### src/rtl/serial_addsub_ctrl.sv
// Bit-serial adder/subtractor with IDLE/RUN/DONE control.
// One full-adder cell and a carry register process one bit per RUN cycle,
// LSB first; subtraction is a + ~b + 1 with the +1 preloaded into the carry.
module serial_addsub_ctrl #(
  parameter int unsigned WIDTH = 8
) (
  input  logic             clk,
  input  logic             rst_n,
  input  logic             start,
  input  logic             sub,
  input  logic [WIDTH-1:0] a,
  input  logic [WIDTH-1:0] b,
  output logic             busy,
  output logic             done,
  output logic [WIDTH-1:0] s,
  output logic             cout,
  output logic             ovf
);

  localparam int unsigned CntW = (WIDTH > 1) ? $clog2(WIDTH) : 1;
  localparam logic [CntW-1:0] LastIdx = CntW'(WIDTH - 1);

  typedef enum logic [1:0] {
    StIdle,
    StRun,
    StDone
  } state_e;

  state_e          state_q, state_d;
  logic [WIDTH-1:0] a_q, b_q, s_q;
  logic            sub_q, carry_q, cout_q, ovf_q;
  logic [CntW-1:0] cnt_q;

  logic bit_a, bit_b, fa_sum, fa_cout;
  logic accept, last_bit;

  // Single full-adder cell; B is inverted in subtract mode.
  assign bit_a   = a_q[0];
  assign bit_b   = b_q[0] ^ sub_q;
  assign fa_sum  = bit_a ^ bit_b ^ carry_q;
  assign fa_cout = (bit_a & bit_b) | (carry_q & (bit_a ^ bit_b));

  assign accept   = (state_q == StIdle) && start;
  assign last_bit = (state_q == StRun) && (cnt_q == LastIdx);

  // State register.
  always_ff @(posedge clk or negedge rst_n) begin
    if (!rst_n) begin
      state_q <= StIdle;
    end else begin
      state_q <= state_d;
    end
  end

  // Next-state logic.
  always_comb begin
    state_d = state_q;
    unique case (state_q)
      StIdle:  if (start) state_d = StRun;
      StRun:   if (last_bit) state_d = StDone;
      StDone:  state_d = StIdle;
      default: state_d = StIdle;
    endcase
  end

  // Operand capture, serial datapath and result flags.
  always_ff @(posedge clk or negedge rst_n) begin
    if (!rst_n) begin
      a_q     <= '0;
      b_q     <= '0;
      sub_q   <= 1'b0;
      cnt_q   <= '0;
      carry_q <= 1'b0;
      s_q     <= '0;
      cout_q  <= 1'b0;
      ovf_q   <= 1'b0;
    end else if (accept) begin
      a_q     <= a;
      b_q     <= b;
      sub_q   <= sub;
      cnt_q   <= '0;
      carry_q <= sub;
    end else if (state_q == StRun) begin
      a_q        <= {1'b0, a_q[WIDTH-1:1]};
      b_q        <= {1'b0, b_q[WIDTH-1:1]};
      s_q[cnt_q] <= fa_sum;
      carry_q    <= fa_cout;
      if (last_bit) begin
        // carry_q here is the carry into the MSB.
        cout_q <= fa_cout;
        ovf_q  <= carry_q ^ fa_cout;
      end else begin
        cnt_q <= cnt_q + 1'b1;
      end
    end
  end

  // Status decodes straight from state so reset clears them immediately.
  always_comb begin
    busy = (state_q == StRun);
    done = (state_q == StDone);
    s    = s_q;
    cout = cout_q;
    ovf  = ovf_q;
  end

endmodule

### config.mk
export PLATFORM = sky130hd
export DESIGN_NAME = serial_addsub_ctrl
export DESIGN_NICKNAME = d
export VERILOG_FILES = /design/src/rtl/serial_addsub_ctrl.sv
export SDC_FILE = /design/constraint.sdc
export NUM_CORES = 1
export LEC_CHECK = 0
export BUFFER_PORTS_ARGS = -buffer_cell sky130_fd_sc_hd__buf_2
export CAP_MARGIN = 10
export CORE_MARGIN = 2
export CORE_UTILIZATION = 30
export DETAILED_ROUTE_END_ITERATION = 10
export PLACE_DENSITY = 0.49
export SYNTH_ARGS = -nofsm -noshare
export SYNTH_HDL_FRONTEND = slang
export SYNTH_SLANG_ARGS = --single-unit
export TNS_END_PERCENT = 5
### constraint.sdc
create_clock -name clk -period 4.02 [get_ports clk]
set_input_delay 1.206 -clock clk [delete_from_list [all_inputs] [get_ports clk]]
set_output_delay 1.206 -clock clk [all_outputs]
set_load 0.01 [all_outputs]
# Yosys cells after proc, flatten, opt, wreduce, memory -nomap -nowiden
# Index checks and enable logic that the tools add are counted.
[totals]
ff_bits = 33
inputBits = 20
output_inout_bits = 12
word_cells = 50
[op_classes]
n_addsub = 1
n_lt_le_gt_ge = 2
n_eq_ne = 6
muxes = 15
bitwise = 8
reduce_logical = 9
[ops]
columns = ["cell", "count"]
rows = [
  ["two-way mux 8 bit", 4],
  ["two-way mux 3 bit", 3],
  ["bitwise mux 8 bit", 1],
  ["AND reduction 2 bit", 3],
  ["less-than comparator 3 x 4 -> 1 bit, second input constant", 1],
  ["two-way mux 2 bit", 2],
  ["!= test 2 bit, second input constant", 2],
  ["one-hot mux 2 bit (2 select lines)", 1],
  ["bitwise XOR 1 bit", 4],
  ["adder 3 x 1 -> 3 bit, second input constant", 1],
  ["demux 1 bit (select 3 bit)", 1],
  ["== test 3 bit, second input constant", 1],
  ["greater-or-equal comparator 3 x 1 -> 1 bit, second input constant", 1],
  ["logical AND 1 bit", 3],
  ["two-way mux 1 bit", 3],
  ["AND reduction 3 bit", 1],
  ["bitwise AND 1 bit", 2],
  ["== test 2 x 1 -> 1 bit, second input constant", 1],
  ["== test 2 bit, second input constant", 1],
  ["zero test 2 bit", 1],
  ["!= test 2 x 1 -> 1 bit, second input constant", 1],
  ["nonzero test 2 bit", 1],
  ["NOT 1 bit", 1],
  ["OR 1 bit", 1],
]

# Longest topological paths before layout
[depth]
word_depth = 6
mapped_depth = 6
depth_no_buf = 5

# Least setup slack after synthesis
# Ideal clock, no wire load.
[synth_path]
path_kind = "register to output"
start = "register state_q[1]"
end = "output done"
t_arrival_ns = 0.952
required_ns = 2.814
setup_slack_ns = 1.862
stages_incl_launch_ff = 4
n_path_buf = 2
path_cell_list = "dfrtp_1 buf_2 buf_2 nor2b_1"
[synth_via]
elab_chain_len = 1
[synth_rtl]
columns = ["element", "line_no", "text"]
rows = [
  ["from (decl)", "29", "state_e state_q, state_d;"],
  ["from (signal assigned)", "49", "state_q <= StIdle;"],
  ["from (signal assigned)", "51", "state_q <= state_d;"],
  ["== test 2 bit", "101", "done = (state_q == StDone);"],
  ["to (decl)", "14", "output logic done,"],
]
# No other way between the ends.

# Worst setup path after layout
[layout_path]
start = "register state_q[1]"
end = "output busy"
[layout_via]
elab_chain_len = 1
[layout_rtl]
columns = ["element", "line_no", "text"]
rows = [
  ["== test 2 x 1 -> 1 bit", "100", "busy = (state_q == StRun);"],
  ["to (decl)", "13", "output logic busy,"],
]
# No other way between the ends.

==> run_results.csv <==
group,metric,value,unit
grt,grt-ovfl-total,0,
final_layout,regArea,825.8,um2
critical_path,slowest_delay,0.36,ns
die,rows,27,
synth,synthAdderAreaFrac,0.02691,
routing,drc,0,
clock_network,clockBufferDepth,2,
critical_path,r2r_cells,3,
synth,synth_nets,180,
final_layout,layout_commonest_cell,"dfrtp_1",
sta,finalWorstSetupSlack,1.141,ns
final_layout,final_layout_size_suffix_gt1_frac,0.2606,
final_layout,multi_input_area,749.5,um2
critical_path,cp-endpoint,"busy",
synth,synth-seq-cells,33,
power_and_ir_drop,p_leak,0.9089,nW
sta,grt_setup_unrepaired,"no",
clock_network,path_clk_slew,0.06,ns
synth,avgSynthCellArea,10.66,um2
routing,viasPerCell,4.965,
critical_path,cp.depth,4,
synth,synth-edff-count,0,
power_and_ir_drop,p_seq_frac,0.386,
clock_network,numCtsBuffers,5,
critical_path,worst_path_max_delay_cell,"dfrtp_1",
critical_path,worstSetupEndpointType,"primary output",
sta,final.setup.tns,0,ns
power_and_ir_drop,power.density,765.5,mW/mm2
power_and_ir_drop,swShare,0.3976,
die,die_h,78.70,um
synth,netlist_area,0.001674,mm2
critical_path,cp.arrival,1.67,ns
synth,synthSimpleGateAreaFrac,0.1248,
clock_network,post_cts_resized,0,
critical_path,crit_start,"state_q[1]",
worst_hold_path,hp-class,"reg2reg",
clock_network,cts_setup_buffers,0,
clock_network,cts.htree.levels,2,
run_status,outcome,"completed",
critical_path,startpoint_type,"register",
synth,synth_top_family_by_area,"compound AO/OA/AOI/OAI gates",
final_layout,final_cell_mix,"dfrtp_1 (33), buf_2 (31), a21oi_1 (15), o21ai_1 (15), a22oi_1 (13)",
power_and_ir_drop,power_frac_clock,0.181,
grt,antenna_found_initial,0,
power_and_ir_drop,p_int,906.9,uW
placement,dp.cells,252,
final_layout,fill_cells,549,
routing,drtAntennaViolNets,0,
power_and_ir_drop,peakVddDrop,0.3018,mV
critical_path,cp_max_fo,23,
synth,ys_types,36,
sta,period_needed,2.879,ns
synth,syn_inst,157,
critical_path,reg2reg_to,"s[1]",
synth,ys_warn_count,0,
critical_path,cp.required,2.81,ns
die,dieWidth,78.70,um
sta,fmax,0.3473,GHz
final_layout,nNetsFinal,210,
grt,grtUsageTotal,0.1230,
synth,synth_mux_area_frac,0.02167,
die,ios,32,
die,start_util,0.3078,
die,die_area,0.006194,mm2
final_layout,fin_cells,260,
grt,grt_pass1_vias,1299,
critical_path,critPathKind,"reg2out",
routing,dr.pass1.iters,4,
routing,wl_per_cell,13.43,um
routing,drtIter0Drc,84,
final_layout,synthToLayoutAreaGrowth,17.49,%
power_and_ir_drop,p_comb_frac,0.434,
final_layout,post-route-util,0.3616,
sta,worst_pin_slew,0.7353,ns
routing,routed_wirelength,3493,um
sta,min_period_over_period,0.7162,
clock_network,root_buffer,"clkbuf_8",
job,drv_cap,0,
critical_path,path_delay_family,"buffers and inverters",
critical_path,rr_startpoint,"b_q[0]",
synth,ys_seq_area_frac,0.4933,
critical_path,cp_cell_sequence,"buf_4, nand2b_1, inv_2, buf_2",
placement,port_buffers,31,
sta,relSlewSlack,0.5098,
final_layout,antenna-diode-count,0,
clock_network,worstSkewPairLatency,0.28,ns
routing,dr_total_vias,1291,
synth,synth_compound_area_frac,0.2638,
sta,setup_viol_count_final,0,
placement,pre_cts_slack,1.438,ns
grt,grt_start_max_net_pins,34,
clock_network,cts.sinks,33,
synth,async_reset_ff_frac,1.000,
placement,dp_hpwl,2412,um
sta,final_hold_viol_count,0,
grt,grt_pass1_wl,6009,um
sta,fin_skew,0.006855,ns
die,core-area,0.005439,mm2
critical_path,r2r_setup_slack,2.32,ns
synth,synth_xor_xnor_area_share,0.01046,
synth,synthFlopType,"dfrtp_1",
power_and_ir_drop,p_switching,598.7,uW
clock_network,postCtsHoldBufs,0,
sta,final_max_slew_viol_count,0,
clock_network,cts_tree,"done",
placement,gp_congestion,0.7281,
critical_path,crit_buf_inv,3,
-- tightest hold or removal path: cells and delay by family, from the launching register on --
family	cells	cell delay, ns
DFF	1	0.35
and+or+nand+nor	1	0.04
AOI/OAI and AO/OA	1	0.06
-- synth_stat cells (all sizes together) (2+ instances only) --
library cell / instances / area, um2
dfrtp: 33 / 825.8
o21ai: 22 / 110.1
a21oi: 15 / 75.07
a22oi: 13 / 97.59
buf: 10 / 72.56
nor2b: 10 / 62.56
and2b: 7 / 52.55
o31ai: 7 / 57.55
inv: 6 / 22.52
nand2: 6 / 22.52
o41ai: 4 / 42.55
a2bb2oi: 3 / 26.28
nand2b: 3 / 18.77
a22o: 2 / 17.52
ha: 2 / 25.02
mux2: 2 / 26.27
nand3b: 2 / 27.53
-- through the flow --
stage	instance area (um2)	hold slack (ns)	power, mW
after floorplan	1674	0.4506	1.086
after global placement	1866	0.4630	1.233
after detailed placement	1866	0.4763	1.249
after CTS	1967	0.4927	1.528
after global routing	1967	0.5294	1.643
final	1967	0.4842	1.506
-- layer usage --
metal / track usage / vias up / routed length (um)
met5: 0 / - / 0
li1: - / 635 / -
met1: 0.1585 / 625 / 1647
met2: 0.1923 / 25 / 1641
met4: 0.04561 / 0 / 53
met3: 0.04091 / 6 / 151
-- worst min path at each step --
stage | to | cells after the start | start | slack (ns)
3_5_place_dp | s[5] | 2 | s[5] | 0.48
4_1_cts | s[5] | 2 | s[5] | 0.49
3_3_place_gp | cout | 2 | cout | 0.46
2_1_floorplan | b_q[5] | 2 | b_q[5] | 0.45
5_1_grt | cout | 2 | cout | 0.53
6_report | b_q[5] | 2 | b_q[5] | 0.48
-- area by class of cell --
cell class                      instances  area share
Sequential cell                        33      0.4198
Multi-Input combinational cell        107      0.3810
Timing Repair Buffer                   34     0.09033
Clock buffer                            7     0.04898
Tap cell                               72     0.04580
Inverter                                6     0.01145
Clock inverter                          1    0.002545
-- flip-flops by register name (all words and copies together) (netlist names) --
name	flops
ovf	1
b_q	8
state_q	2
cnt_q	3
a_q	8
carry_q	1
sub_q	1
cout	1
s	8
-- cells by family (layout without fill, tap and decap cells) --
family	Yosys count	in the layout
AO/OA/AOI/OAI	68	68
XOR/XNOR	2	2
adder cells (fa/ha/maj)	3	3
buffers and inverters	17	48
flip-flops	33	33
multiplexers	3	3
AND/OR/NAND/NOR	31	31
-- power groups by stage --
stage / clock (mW) / combinational [mW] / sequential [mW]
global placement: 0 / 0.648 / 0.585
CTS: 0.284 / 0.662 / 0.582
detailed placement: 0 / 0.661 / 0.588
finish: 0.272 / 0.653 / 0.581
floorplan: 0 / 0.505 / 0.581
global route: 0.299 / 0.741 / 0.603
(Power assumes the default switching activity.)
